**src/rtl/tick_pwm_pkg.sv**
```systemverilog
// rtl/tick_pwm_pkg.sv - shared state encoding and default width for tick_pwm
package tick_pwm_pkg;

   localparam int DEFAULT_WIDTH = 8;

   typedef enum logic {
      IDLE = 1'b0,
      RUN  = 1'b1
   } state_t;

endpackage

```
**src/rtl/tick_pwm_edge_tick.sv**
```systemverilog
// rtl/tick_pwm_edge_tick.sv - registered rising-edge detector with enable
module edge_tick (
   input  logic clk,
   input  logic reset,
   input  logic sig,
   input  logic en,
   output logic pulse
);

   logic sig_d;

   // delay the input one cycle and emit a one-cycle pulse on each 0->1 while enabled
   always_ff @(posedge clk or negedge reset) begin
      if (!reset) begin
         sig_d <= 1'b0;
         pulse <= 1'b0;
      end else begin
         sig_d <= sig;
         pulse <= sig & ~sig_d & en;
      end
   end

endmodule

```
**src/rtl/tick_pwm.sv**
```systemverilog
// rtl/tick_pwm.sv - tick-driven PWM generator with shadowed period/duty
module tick_pwm
   import tick_pwm_pkg::*;
#(
   parameter int WIDTH = DEFAULT_WIDTH
) (
   input  logic             clk,
   input  logic             reset,
   input  logic             div_in,
   input  logic             en,
   input  logic             load,
   input  logic [WIDTH-1:0] period,
   input  logic [WIDTH-1:0] duty,
   output logic             tick,
   output logic             pwm_out,
   output logic [WIDTH-1:0] cnt,
   output logic             wrap,
   output logic             busy
);

   state_t           state;
   logic [WIDTH-1:0] per_sh;
   logic [WIDTH-1:0] duty_sh;
   logic             pend;
   logic [WIDTH-1:0] per_act;
   logic [WIDTH-1:0] duty_act;

   // values that an apply point would copy; a load in the same cycle bypasses the shadow
   logic [WIDTH-1:0] nxt_per;
   logic [WIDTH-1:0] nxt_duty;
   logic             nxt_pend;
   logic [WIDTH-1:0] idle_per;
   logic             last;

   assign nxt_per  = load ? period : per_sh;
   assign nxt_duty = load ? duty   : duty_sh;
   assign nxt_pend = load | pend;
   assign idle_per = nxt_pend ? nxt_per : per_act;

   // per_act is never 0 when this is used, so the subtraction cannot underflow
   assign last = (cnt >= (per_act - WIDTH'(1)));

   edge_tick u_edge_tick (
      .clk   (clk),
      .reset (reset),
      .sig   (div_in),
      .en    (en),
      .pulse (tick)
   );

   // control FSM: shadow capture, apply at idle or wrap, tick counting within the period
   always_ff @(posedge clk or negedge reset) begin
      if (!reset) begin
         state    <= IDLE;
         cnt      <= '0;
         wrap     <= 1'b0;
         per_sh   <= '0;
         duty_sh  <= '0;
         pend     <= 1'b0;
         per_act  <= '0;
         duty_act <= '0;
      end else begin
         wrap <= 1'b0;
         if (load) begin
            per_sh  <= period;
            duty_sh <= duty;
            pend    <= 1'b1;
         end
         if (state == IDLE) begin
            cnt <= '0;
            if (nxt_pend) begin
               per_act  <= nxt_per;
               duty_act <= nxt_duty;
               pend     <= 1'b0;
            end
            if (en && (idle_per != '0)) begin
               state <= RUN;
            end
         end else begin
            if (!en || (per_act == '0)) begin
               state <= IDLE;
               cnt   <= '0;
            end else if (tick) begin
               if (last) begin
                  cnt  <= '0;
                  wrap <= 1'b1;
                  if (nxt_pend) begin
                     per_act  <= nxt_per;
                     duty_act <= nxt_duty;
                     pend     <= 1'b0;
                  end
               end else begin
                  cnt <= cnt + WIDTH'(1);
               end
            end
         end
      end
   end

   // outputs decoded purely from registered state
   assign busy    = (state == RUN);
   assign pwm_out = busy & (cnt < duty_act);

endmodule

```
**config.mk**
```make
export PLATFORM = sky130hd
export DESIGN_NAME = tick_pwm
export DESIGN_NICKNAME = d
export VERILOG_FILES = /design/src/rtl/tick_pwm_pkg.sv /design/src/rtl/tick_pwm_edge_tick.sv /design/src/rtl/tick_pwm.sv
export SDC_FILE = /design/constraint.sdc
export NUM_CORES = 1
export LEC_CHECK = 0
export ABC_CLOCK_PERIOD_IN_PS = 3170
export BUFFER_PORTS_ARGS = -buffer_cell sky130_fd_sc_hd__buf_4
export CORE_MARGIN = 2
export CORE_UTILIZATION = 55
export CTS_CLUSTER_DIAMETER = 60
export DETAILED_ROUTE_END_ITERATION = 10
export PLACE_DENSITY = 0.77
export SYNTH_ARGS = -nofsm -noshare
export SYNTH_HDL_FRONTEND = slang
export SYNTH_SLANG_ARGS = --single-unit
export TNS_END_PERCENT = 1
```
**constraint.sdc**
```tcl
create_clock -name clk -period 3.17 [get_ports clk]
set_clock_uncertainty 0.1 [all_clocks]
set_input_delay 0.1585 -clock clk [delete_from_list [all_inputs] [get_ports clk]]
set_output_delay 0.1585 -clock clk [all_outputs]
set_load 0.005 [all_outputs]
```
* After elaboration in Yosys (flattened, before gate mapping) *
Cells that the tools add are included.

storage, ports and cells
  word-level logic and storage cells = 58
  output and inout bits = 12
  bits in registers = 45

operators by class
  muxes and demuxes = 29
  $lt $le $gt $ge = 2
  reductions and logical operators = 6
  equality and inequality tests = 4
  add/sub/neg operators = 2
  bitwise operators = 5

operator list
  operator               number
  $mux W8                16
  $mux W1                13
  $add A8 B1 Y8 const B  1
  $ge A8 B8 Y1           1
  $logic_not A8 Y1       1
  $lt A8 B8 Y1           1
  $reduce_bool A8 Y1     1
  $sub A8 B1 Y8 const B  1
  $ne A2 B1 Y1 const B   2
  $and A1 B1 Y1          3
  $ne A3 B1 Y1 const B   1
  $reduce_and A3 Y1      1
  $ne A2 B2 Y1 const B   1
  $logic_and A1 B1 Y1    1
  $logic_not A1 Y1       1
  $logic_or A1 B1 Y1     1
  $not A1 Y1             1
  $or A1 B1 Y1           1

* Logic depth before layout (Yosys ltp) *
  depth after elaboration = 6
  depth in mapped cells = 11

* By module *
A second synthesis with hierarchy kept.

second synthesis, totals
  cells, all modules = 229
  area total of the unflattened synthesis = 2513.7 um^2

by module, submodules not included
  module     cells an instance  sequential area each (um^2)  times used  area each (um^2)
  tick_pwm   226                1076.0                       1           2454.9
  edge_tick  3                  50.0                         1           58.8

* Worst setup path before layout *
Ideal clock, no wire load.

  kind = register -> register
  start point = register per_act[4]
  end point = register cnt[2]
  cell stages (with the launch flop) = 10
  period minus slack after synthesis = 2.923 ns
  setup time = 0.080 ns
  setup slack = 0.247 ns
  path buffers = 0
  data arrival time = 2.743 ns
  cell sequence = dfrtp_1 or4_4 nor4_1 xnor2_1 ha_1 a21oi_1 o21a_1 nand3_1 or3b_2 a21oi_1

between the ends
  cells in the longest elaborated chain, start to end = 6
  elaborated cells between the ends (all ways) = 9
  those cells by class = add/sub (1); order compare (1); eq/ne (1); mux (4); reduce/logical (2)

ends and longest elaborated chain
  what                      RTL line        source
  start: declaration        tick_pwm.sv:25  logic [WIDTH-1:0] per_act;
  start signal: assignment  tick_pwm.sv:72  per_act <= nxt_per;
  start signal: assignment  tick_pwm.sv:88  per_act <= nxt_per;
  $sub A8 B1 Y8             tick_pwm.sv:41  assign last = (cnt >= (per_act - WIDTH'(1)));
  $ge A8 B8 Y1              tick_pwm.sv:41
  $mux W8                   tick_pwm.sv:84  if (last) begin
  $mux W8                   tick_pwm.sv:83  end else if (tick) begin
  $mux W8                   tick_pwm.sv:80  if (!en || (per_act == '0)) begin
  $mux W8                   tick_pwm.sv:69  if (state == IDLE) begin
  end signal: assignment    tick_pwm.sv:93  cnt <= cnt + WIDTH'(1);
  end: declaration          tick_pwm.sv:16  output logic [WIDTH-1:0] cnt,

Several ways; a longest one is shown, not always the timed one. The select of a mux whose other input is x is not followed.
A chain may end at the register's enable or synchronous reset.

* Worst setup path in the final report *
Same ends and word-level chain as after synthesis.

==> impl_metrics.toml <==
[critical_path]
end_kind = "flop"
critPathRequiredTime_ps = 3280
rr_worst_depth = 9
crit_path_start = "per_act[4]"
worstSetupStartpointType = "flop"
r2r_start = "per_act[4]"
path_class = "reg2reg"
arrival_ps = 3070
worstPathMaxFanout = 6

[grt]
busiest_layer = "met2"
grt_pass1_wl_um = 8660
grt-ovfl-total = 0
antenna_found_initial = 0
met3_usage = 0.0408
met2_usage = 0.353
grt_max_degree = 46
track_usage = 0.216
met1_usage = 0.290
grt_pass1_vias = 1892

[timing]
slew_viol_final = 0
worstMarginPinSlew_ps = 804
rsz0062_at_grt = "no"
finalHoldViolCount = 0
final-setup-viol-count = 0
slew_headroom = 0.463
fin_hold_ws_ps = 9.11
tns_ps = 0
finalCritPeriodShare = 0.935
worst_slack_ps = 205
fmax_mhz = 337
min_period_ps = 2970

[logic_synthesis]
synth_top_area_share = 0.448
synth_cell_types = 43
syn_inst = 229
synth_area_leaders = "dfrtp_1, mux2_2, ha_1"
synth-edff-count = 0
synth-async-reset-ratio = 1.00
synth_area_leader_cell = "dfrtp_1"
ys_seq_area_frac = 0.448
yosys.cell_count.top_type = "dfrtp_1"
syn-num-nets = 268
syn_area_mm2 = 0.00252
synth_area_per_cell_um2 = 11.0
ys_ff_latch = 45
synth_commonest_cells = "dfrtp_1, mux2_2, a21oi_1, ha_1"
synthFlopType = "dfrtp_1"
yosys_warnings = 0

[die]
rows = 24
start_util = 0.574
die_area_mm2 = 0.00513
fp.dieH_um = 71.6
fp.coreArea_mm2 = 0.00438
ios = 33
die_w_um = 71.6

[clock_network]
root_buffer = "clkbuf_8"
clock_latency_ps = 290
numCtsBuffers = 5
htreeDepth = 2
cts_tree = "yes"
cts_sinks = 45
cts.clk_slew.worst_paths_ps = 80
clockBufferDepth = 2

[detailed_routing]
drc_errors = 0
vias = 1864
via_per_inst = 5.83
postRouteAntennaNets = 0
avgRoutedWirePerCell_um = 16.2
wirelength_um = 5190
drt_iter0_drc = 194
firstDrtPassIters = 4

[place]
io_buffers = 32
dp_slack_ps = 46.7
place_congestion = 0.932
dp.final_hpwl_um = 3860
placed_cell_area_mm2 = 0.00282

[power_and_ir_drop]
power_density_mw_per_mm2 = 647
ir_drop_mv = 0.446
p_leak_nw = 1.37

[min_path]
hp-class = "in2reg"
hp-start = "period[3]"
holdPathStages = 2

[final_layout]
fill_cells = 337
layout-drive-gt1-share = 0.310
syn2layout_area_growth_pct = 18.0
multiInputGateArea_mm2 = 0.00133
fin_nets = 307
antennaDiodeCount = 0
register_area_mm2 = 0.00113
final_area_mm2 = 0.00297

[run]
cap_violations = 0

[run_status]
status = "finished clean"
-- worst paths after layout --
| check | slack [ps] | end |
|---|---|---|
| worst max-delay path | 200 | cnt[2] |
| min in group asynchronous | 300 | duty_act[2] |
| max in group asynchronous | 2300 | per_sh[6] |
| worst min register to register | 400 | duty_sh[3] |
| worst max register to register | 200 | cnt[2] |
| worst min-delay path | 9 | per_sh[3] |
-- metrics by stage --
stage | total power, W | util | cells
after floorplan | 0.00129 | - | 229
after global placement | 0.00146 | 0.644 | 310
after detailed placement | 0.00150 | 0.644 | 310
after CTS | 0.00193 | 0.674 | 320
after global routing | 0.00205 | 0.677 | 320
final | 0.00192 | 0.677 | 320
-- cells in the final DEF (no fill, tap or decap), types with 2 or more instances in the layout --
cell / n
dfrtp_1: 45
buf_4: 36
mux2_2: 24
a21oi_1: 18
ha_1: 18
inv_1: 13
nor2_1: 13
nand2_1: 13
mux2i_1: 10
nand3_1: 6
o22ai_1: 6
xnor2_1: 5
clkbuf_8: 5
and3_1: 4
or3b_2: 4
o31ai_1: 4
o211ai_1: 3
nand4_1: 3
dlygate4sd3_1: 3
nor3_1: 2
o21a_1: 2
o21ai_0: 2
nand2b_1: 2
or3_1: 2
a21bo_2: 2
-- kinds of logic after synthesis --
kind of cell,Yosys count,synth area share
buf+inv,20,0.0308
simple gates,57,0.120
fa+ha+maj,18,0.0895
xor+xnor,6,0.0209
mux,34,0.147
compound gates,49,0.144
flops,45,0.448
-- sequential cells by signal (all words and copies together) (netlist names) --
signal             flops
u_edge_tick.sig_d      1
duty_act               8
busy                   1
per_sh                 8
u_edge_tick.pulse      1
cnt                    8
per_act                8
duty_sh                8
wrap                   1
pend                   1
-- critical path, cell delays in order (launching register included) --
cell and delay (ps):
dfrtp_1 390, or4_4 580, nor4_2 200, xnor2_1 160
ha_1 280, a21oi_1 200, o21a_2 230, nand3_2 130
or3b_2 500, a21oi_1 130
-- what timing repair did --
item | CTS | global route
endpoints found under the hold margin | 47 | 0
setup endpoints to repair | 0 | 17
gates resized for setup | 0 | 4
hold buffers | 3 | 0
buffers inserted | 0 | 0
-- metal layers --
| layer | routed length (um) | up-vias |
|---|---|---|
| li1 | - | 909 |
| met1 | 2390 | 896 |
| met2 | 2510 | 52 |
| met3 | 235 | 7 |
| met4 | 58 | 0 |
| met5 | 0 | - |
-- area by class of cell --
type / count / share of cell area
well taps: 52 / 0.0219
flip-flops and latches: 45 / 0.379
inverters: 13 / 0.0164
repair buffers: 39 / 0.101
multi-input cells: 164 / 0.446
clock inverters: 2 / 0.0118
clock buffers: 5 / 0.0232
-- power breakdown --
part,leakage (nW),switching (W),internal (W)
logic,0.762,0.000358,0.000339
registers,0.555,0.000121,0.000691
clock network,0.0540,0.000184,0.000229
(Power assumes the default switching activity.)
